--- src/rtl/vga_pkg.sv ---
// Shared definitions for the VGA pattern-mode controller: mode encodings,
// controller state type and default timing parameters.
package vga_pkg;

    localparam logic [1:0] MODE_HBARS = 2'd0;
    localparam logic [1:0] MODE_VBARS = 2'd1;
    localparam logic [1:0] MODE_XOR   = 2'd2;
    localparam logic [1:0] MODE_XNOR  = 2'd3;

    localparam int unsigned DEF_DEBOUNCE_CYCLES = 1000000;
    localparam int unsigned DEF_AUTO_FRAMES     = 120;

    // Wide enough for the largest legal AUTO_FRAMES (4095).
    localparam int FCNT_W = 12;

    typedef enum logic {
        MANUAL = 1'b0,
        AUTO   = 1'b1
    } state_t;

endpackage

--- src/rtl/btn_debounce.sv ---
// One raw active-low push button: 2-flop synchronizer, stable-count debounce,
// and a one-cycle press pulse on each debounced 1->0 transition.
module btn_debounce
    import vga_pkg::*;
#(
    parameter int unsigned DEBOUNCE_CYCLES = DEF_DEBOUNCE_CYCLES
) (
    input  logic clk,
    input  logic rst,
    input  logic btn_i,
    output logic press_o
);
    localparam int CW = $clog2(DEBOUNCE_CYCLES + 1);
    localparam logic [CW-1:0] CNT_LAST = CW'(DEBOUNCE_CYCLES - 1);

    logic          s1_q, s2_q;
    logic          db_q, db_prev_q;
    logic          press_q;
    logic [CW-1:0] cnt_q;

    always_ff @(posedge clk or negedge rst) begin
        if (!rst) begin
            s1_q      <= 1'b1;
            s2_q      <= 1'b1;
            db_q      <= 1'b1;
            db_prev_q <= 1'b1;
            press_q   <= 1'b0;
            cnt_q     <= '0;
        end else begin
            s1_q <= btn_i;
            s2_q <= s1_q;
            if (s2_q == db_q) begin
                cnt_q <= '0;
            end else if (cnt_q == CNT_LAST) begin
                cnt_q <= '0;
                db_q  <= ~db_q;
            end else begin
                cnt_q <= cnt_q + 1'b1;
            end
            // Edge detect one cycle behind the debounced level; releases give nothing.
            db_prev_q <= db_q;
            press_q   <= db_prev_q & ~db_q;
        end
    end

    assign press_o = press_q;

endmodule

--- src/rtl/vga_mode_ctrl.sv ---
// Pattern-mode controller: next/prev buttons and an auto-cycle timer step a
// pending mode, which is committed to key on each vsync falling edge.
module vga_mode_ctrl
    import vga_pkg::*;
#(
    parameter int unsigned DEBOUNCE_CYCLES = DEF_DEBOUNCE_CYCLES,
    parameter int unsigned AUTO_FRAMES     = DEF_AUTO_FRAMES
) (
    input  logic       clk,
    input  logic       rst,
    input  logic       btn_next,
    input  logic       btn_prev,
    input  logic       btn_auto,
    input  logic       vsync,
    output logic [1:0] key,
    output logic       auto_on,
    output logic       mode_changed
);
    localparam logic [FCNT_W-1:0] FRAME_LAST = FCNT_W'(AUTO_FRAMES - 1);

    logic              press_next, press_prev, press_auto;
    logic              vs1_q, vs2_q, vs3_q, frame_tick;
    logic              auto_step, manual_step;
    state_t            state_q, state_d;
    logic [1:0]        pending_q, pending_d, key_q;
    logic [FCNT_W-1:0] fcnt_q, fcnt_d;
    logic              mode_changed_q;

    btn_debounce #(.DEBOUNCE_CYCLES(DEBOUNCE_CYCLES)) u_next (
        .clk(clk), .rst(rst), .btn_i(btn_next), .press_o(press_next));
    btn_debounce #(.DEBOUNCE_CYCLES(DEBOUNCE_CYCLES)) u_prev (
        .clk(clk), .rst(rst), .btn_i(btn_prev), .press_o(press_prev));
    btn_debounce #(.DEBOUNCE_CYCLES(DEBOUNCE_CYCLES)) u_auto (
        .clk(clk), .rst(rst), .btn_i(btn_auto), .press_o(press_auto));

    assign frame_tick  = vs3_q & ~vs2_q;
    assign manual_step = press_next | press_prev;
    // A mode toggle on the wrap frame clears the counter and suppresses the step.
    assign auto_step   = (state_q == AUTO) && frame_tick && (fcnt_q == FRAME_LAST) && !press_auto;

    always_comb begin
        state_d   = state_q;
        fcnt_d    = fcnt_q;
        pending_d = pending_q;
        if (press_auto) begin
            state_d = (state_q == AUTO) ? MANUAL : AUTO;
            fcnt_d  = '0;
        end else if ((state_q == AUTO) && frame_tick) begin
            fcnt_d = (fcnt_q == FRAME_LAST) ? '0 : fcnt_q + 1'b1;
        end
        if (manual_step) begin
            fcnt_d = '0;
            if (press_next && !press_prev)
                pending_d = pending_q + 2'd1;
            else if (press_prev && !press_next)
                pending_d = pending_q - 2'd1;
        end else if (auto_step) begin
            pending_d = pending_q + 2'd1;
        end
    end

    always_ff @(posedge clk or negedge rst) begin
        if (!rst) begin
            vs1_q          <= 1'b1;
            vs2_q          <= 1'b1;
            vs3_q          <= 1'b1;
            state_q        <= MANUAL;
            pending_q      <= MODE_HBARS;
            fcnt_q         <= '0;
            key_q          <= MODE_HBARS;
            mode_changed_q <= 1'b0;
        end else begin
            vs1_q     <= vsync;
            vs2_q     <= vs1_q;
            vs3_q     <= vs2_q;
            state_q   <= state_d;
            pending_q <= pending_d;
            fcnt_q    <= fcnt_d;
            // Commit uses pending as it stood before this cycle's update.
            mode_changed_q <= frame_tick && (pending_q != key_q);
            if (frame_tick)
                key_q <= pending_q;
        end
    end

    assign key          = key_q;
    assign auto_on      = (state_q == AUTO);
    assign mode_changed = mode_changed_q;

endmodule

--- config.mk ---
export PLATFORM = sky130hd
export DESIGN_NAME = vga_mode_ctrl
export DESIGN_NICKNAME = d
export VERILOG_FILES = /design/src/rtl/vga_pkg.sv /design/src/rtl/btn_debounce.sv /design/src/rtl/vga_mode_ctrl.sv
export SDC_FILE = /design/constraint.sdc
export NUM_CORES = 1
export LEC_CHECK = 0
export BUFFER_PORTS_ARGS = -buffer_cell sky130_fd_sc_hd__buf_4
export CAP_MARGIN = 15
export CORE_MARGIN = 1
export CORE_UTILIZATION = 24
export DETAILED_ROUTE_END_ITERATION = 8
export HOLD_SLACK_MARGIN = 0.02
export PLACE_DENSITY_LB_ADDON = 0.08
export REMOVE_ABC_BUFFERS = 1
export SYNTH_ARGS = -nofsm -noshare
export SYNTH_HDL_FRONTEND = slang
export SYNTH_SLANG_ARGS = --single-unit
--- constraint.sdc ---
create_clock -name clk -period 3 [get_ports clk]
set_clock_uncertainty 0.05 [all_clocks]
set_input_delay 0.6 -clock clk [delete_from_list [all_inputs] [get_ports clk]]
set_output_delay 0.6 -clock clk [all_outputs]
set_load 0.02 [all_outputs]
* Yosys cells after proc, flatten, opt, wreduce, memory -nomap -nowiden
Index checks and enable logic that the tools add are counted.
** Word-level totals
- Register bits after elaboration :: 96
- Input bits :: 6
- Logic and storage cells :: 83
** Operators by class
- Add/sub/neg operators :: 6
- Equal/unequal tests :: 9
- Mux-type cells :: 15
- Bitwise logic cells :: 12
- Reductions and logical operators :: 15
** Operators by type and width (count)
- $mux 20 :: 6
- $add 20x1->20 const B :: 3
- $eq 20x20->1 const B :: 3
- $mux 12 :: 4
- $add 12x1->12 const B :: 1
- $eq 12x7->1 const B :: 1
- $mux 2 :: 4
- $reduce_and 2->1 :: 4
- $not 1->1 :: 7
- $logic_and 1x1->1 :: 6
- $and 1x1->1 :: 4
- $eq 1x1->1 :: 3
- $logic_not 1->1 :: 3
- $ne 3x1->1 const B :: 1
- $reduce_bool 3->1 :: 1
- $add 2x1->2 const B :: 1
- $ne 2x2->1 :: 1
- $reduce_bool 2->1 :: 1
- $sub 2x1->2 const B :: 1
- $mux 1 :: 1
- $or 1x1->1 :: 1

* Logic depth before layout (Yosys ltp)
- Depth after elaboration :: 7
- Depth in mapped cells :: 6
- Depth with buffers taken out :: 5

* By module
Synthesis repeated with hierarchy kept, for this count alone.
** Unflattened totals
- Cell total of the unflattened synthesis :: 433
- Area total of the unflattened synthesis :: 4604.4 um^2
** By module, submodules not included
- btn_debounce :: instances 3, cells each 111, area each 1176.1 um^2
- vga_mode_ctrl :: instances 1, cells each 100, area each 1076.0 um^2

* Worst setup path before layout
Ideal clock, no wire load.
- Path type :: register -> register
- From :: register u_auto.cnt_q[11]
- To :: register u_auto.cnt_q[10]
- Setup time :: 0.119 ns
- Arrival :: 1.913 ns
- Setup slack :: 0.919 ns
- Cell stages (with the launch flop) :: 6
- Period minus slack after synthesis :: 2.081 ns
- Path through :: dfrtp_1 > or4_1 > or4_4 > o21ai_4 > buf_6 > nor2_1
** Between the ends
- Word-level cells in the longest chain between the ends :: 3
** RTL lines
- from (decl) :: line btn_debounce.sv:19 : logic [CW-1:0] cnt_q;
- from (signal assigned) :: line btn_debounce.sv:38 : cnt_q <= cnt_q + 1'b1;
- $eq 20x20->1 :: line btn_debounce.sv:34 : end else if (cnt_q == CNT_LAST) begin
- $mux 20 :: line btn_debounce.sv:34
- $mux 20 :: line btn_debounce.sv:32 : if (s2_q == db_q) begin
No other way between the ends.
A chain may end at the register's enable or synchronous reset.

* Final worst setup path
- From :: register u_auto.cnt_q[11]
- To :: register u_auto.cnt_q[3]
The elaborated chain is that of the path after synthesis.

==> metrics.md <==
| Metric | Value |
|---|---|
| Status | `finished clean` |
| CP Cell Sequence | `or4_1, or4_4, o21ai_4, nor2_1` |
| Die span in x | `139.9 µm` |
| Post-CTS Setup Bufs | `0` |
| Grt ovf | `0` |
| Synth async-reset ratio | `100.0%` |
| Mean Syn Cell Area | `10.20 µm²` |
| Synth cell types | `44` |
| Crit start category | `register` |
| Period utilization | `75.90%` |
| Register area share after synthesis | `53.09%` |
| GRT Overall Usage | `10.52%` |
| Detailed Route Iter0 Violations | `227` |
| VDD IR max | `0.2688 mV` |
| Cell family with most CP delay | `simple AND/OR/NAND/NOR gates` |
| Synth Flop Type | `dfrtp_1` |
| H-Tree Depth | `3` |
| Syn. warnings | `0` |
| # Max-Cap Violations | `0` |
| Placeable core area | `18640 µm²` |
| Starting Density | `24.46%` |
| PostCTS Resize Cnt | `0` |
| Proportion of netlist area held by the largest area contributor | `44.44%` |
| Fill cell count | `1954` |
| DR vias/cell | `4.616` |
| Die area | `19560 µm²` |
| Largest cells by area after synthesis | `dfrtp_1 (44%), dfstp_2 (8.6%), xnor2_1 (5.4%), nor2_1 (4.2%), xor2_1 (4.0%)` |
| CP Data Arrival Time | `2440 ps` |
| Mapped Cells | `447` |
| Clk root buf | `clkbuf_16` |
| Worst path required time | `3160 ps` |
| Share of cells above drive strength 1 | `12.66%` |
| Vias | `3231` |
| Residual DRC count | `0` |
| RSZ-0062 raised after global routing | `false` |
| Worst Path Buf+Inv | `0` |
| Pre-Repair DR Iteration Count | `4` |
| Layout Nets | `471` |
| Final hold violation count | `0` |
| Worst-path fanout max | `19` |
| Setup TNS Final | `0 ps` |
| CP endpoint kind | `register` |
| Largest net degree at the start of global routing | `46` |
| Final setup fails | `0` |
| Latest clock arrival within the worst-skew pair | `350 ps` |
| Number of synthesized flops with an enable pin | `0` |
| WHS | `214.4 ps` |
| FF+latch count, synth | `96` |
| CTS Buffer Depth | `2` |
| Per-cell routed wire length | `13.40 µm` |
| CTS tree | `yes` |
| Post-DP HPWL | `6267 µm` |
| Hold Crit Class | `input pin to asynchronous set/reset pin` |
| Routed Antenna Nets | `0` |
| CTS buffer count | `9` |
| Worst setup path class | `register to register` |
| CTS Sinks | `96` |
| GP Congestion | `0.7311` |
| Power per cell area | `507.4 nW/µm²` |
| Post-layout minimum cycle time | `2277 ps` |
| Largest stage delay, worst path | `570 ps` |
| Slew @ Worst Pin | `666.1 ps` |
| Initial antenna violation count | `0` |
| Antenna cells | `0` |
| Vias in the first global route | `3268` |
| Max-slew violation total from the final report | `0` |
| Hold buffers post-CTS | `0` |
| Total Wirelength | `9382 µm` |
| First-pass GRT wire length | `16450 µm` |
| Area leader, netlist | `dfrtp_1` |
| Num ports | `10` |
| Clk slew on worst S/H paths | `70 ps` |
| Layout area overhead | `14.90%` |
| Die H | `139.9 µm` |
| Pleak | `2.065 nW` |
| Port buffer count | `9` |
| Post-synthesis cell area | `4561 µm²` |
| Slowest cell on the critical path | `or4_4` |
| Slew HR | `55.43%` |
| Row cnt | `50` |
| Fmax | `439.2 MHz` |
[worst reg2reg max path: cells and delay by family, from the launching register on]
kind            cells  cell delay [ps]
compound gates      1              440
flops               1              440
simple gates        3             1220
[cells in the mapped netlist, drive strengths merged, types with 5 or more instances]
master,count
or4,12
mux2,5
clkbuf,8
nor3,12
xor2,21
o21ai,12
o31ai,9
nor4,11
a21oi,21
a31oi,6
and4,5
nand4,13
nor2,51
dfrtp,81
or3,11
nand3,31
xnor2,28
nand2,29
nand2b,5
dfstp,15
and3,10
inv,14
[kinds of logic after synthesis]
family / share of synthesized area [%]
simple gates: 24.94
compound gates: 8.011
mux: 1.234
flops: 53.09
fa+ha+maj: 1.097
buf+inv: 2.222
xor+xnor: 9.410
[layout make-up]
class / instances / area [µm²] / area share [%]
sequential: 96 / 2421 / 46.20
multi-input combinational: 327 / 2043 / 38.99
tap: 234 / 292.8 / 5.587
clock buffer: 10 / 229.0 / 4.370
timing repair buffer: 13 / 110.1 / 2.101
clock inverter: 6 / 91.34 / 1.743
inverter: 14 / 52.55 / 1.003
[placed cells by master, fill, tap and decap left out, drive strengths merged, types with 3 or more instances in the layout]
cell type,count
o31ai,9
dfrtp,81
and3,10
mux2,5
clkbuf,10
and4,5
nor2,51
xor2,21
buf,13
o211ai,3
nand4,13
nor3,12
o21ai,12
nand3,31
or3,11
dfstp,15
and2,4
xnor2,28
or2,3
a21oi,21
ha,4
or4,12
nor2b,4
nand2,29
a31oi,6
nor4,11
nand2b,5
o22ai,4
inv,16
[registers in the layout, indices dropped and copies added (netlist names), 2 cells and up]
register      flops
pending_q         2
key               2
u_auto.cnt_q     20
fcnt_q           12
u_prev.cnt_q     20
u_next.cnt_q     20
[power by group]
part	total (mW)	switching, mW	internal [mW]
Combinational	0.0728	0.0508	0.0220
Clock	1.26	0.518	0.737
Sequential	1.33	0.0151	1.31
[path summary, 6_finish.rpt]
kind	slack, ps	cells after the start	end	startpoint
setup reg to reg	720	4	u_auto.cnt_q[3]	u_auto.cnt_q[11]
hold / removal	210	1	u_next.cnt_q[7]	rst
min in group clk	300	1	u_next.s1_q	btn_next
hold reg to reg	310	0	u_auto.s2_q	u_auto.s1_q
max in group asynchronous	2000	2	u_auto.s1_q	rst
setup / recovery	720	4	u_auto.cnt_q[3]	u_auto.cnt_q[11]
[per-stage QoR]
stage	area (µm²)	cells	power, mW	utilization [%]	worst slack (ps)
6_report	5240	700	2.659	28.11	723.0
3_5_place_dp	4920	684	1.432	26.39	681.3
2_1_floorplan	4512	437	1.379	-	574.3
4_1_cts	5240	700	2.727	28.11	688.2
3_3_place_gp	4920	684	1.433	26.39	718.1
5_1_grt	5240	700	2.772	28.11	602.9
[routing by layer]
layer	track usage (%)	up-vias	part of all wire, %
li1	-	1620	-
met1	13.91	1563	51
met2	16.21	38	45
met3	2.065	10	2.5
met4	5.552	0	2.1
met5	0	-	0
Power figures use the tool's default switching activity.
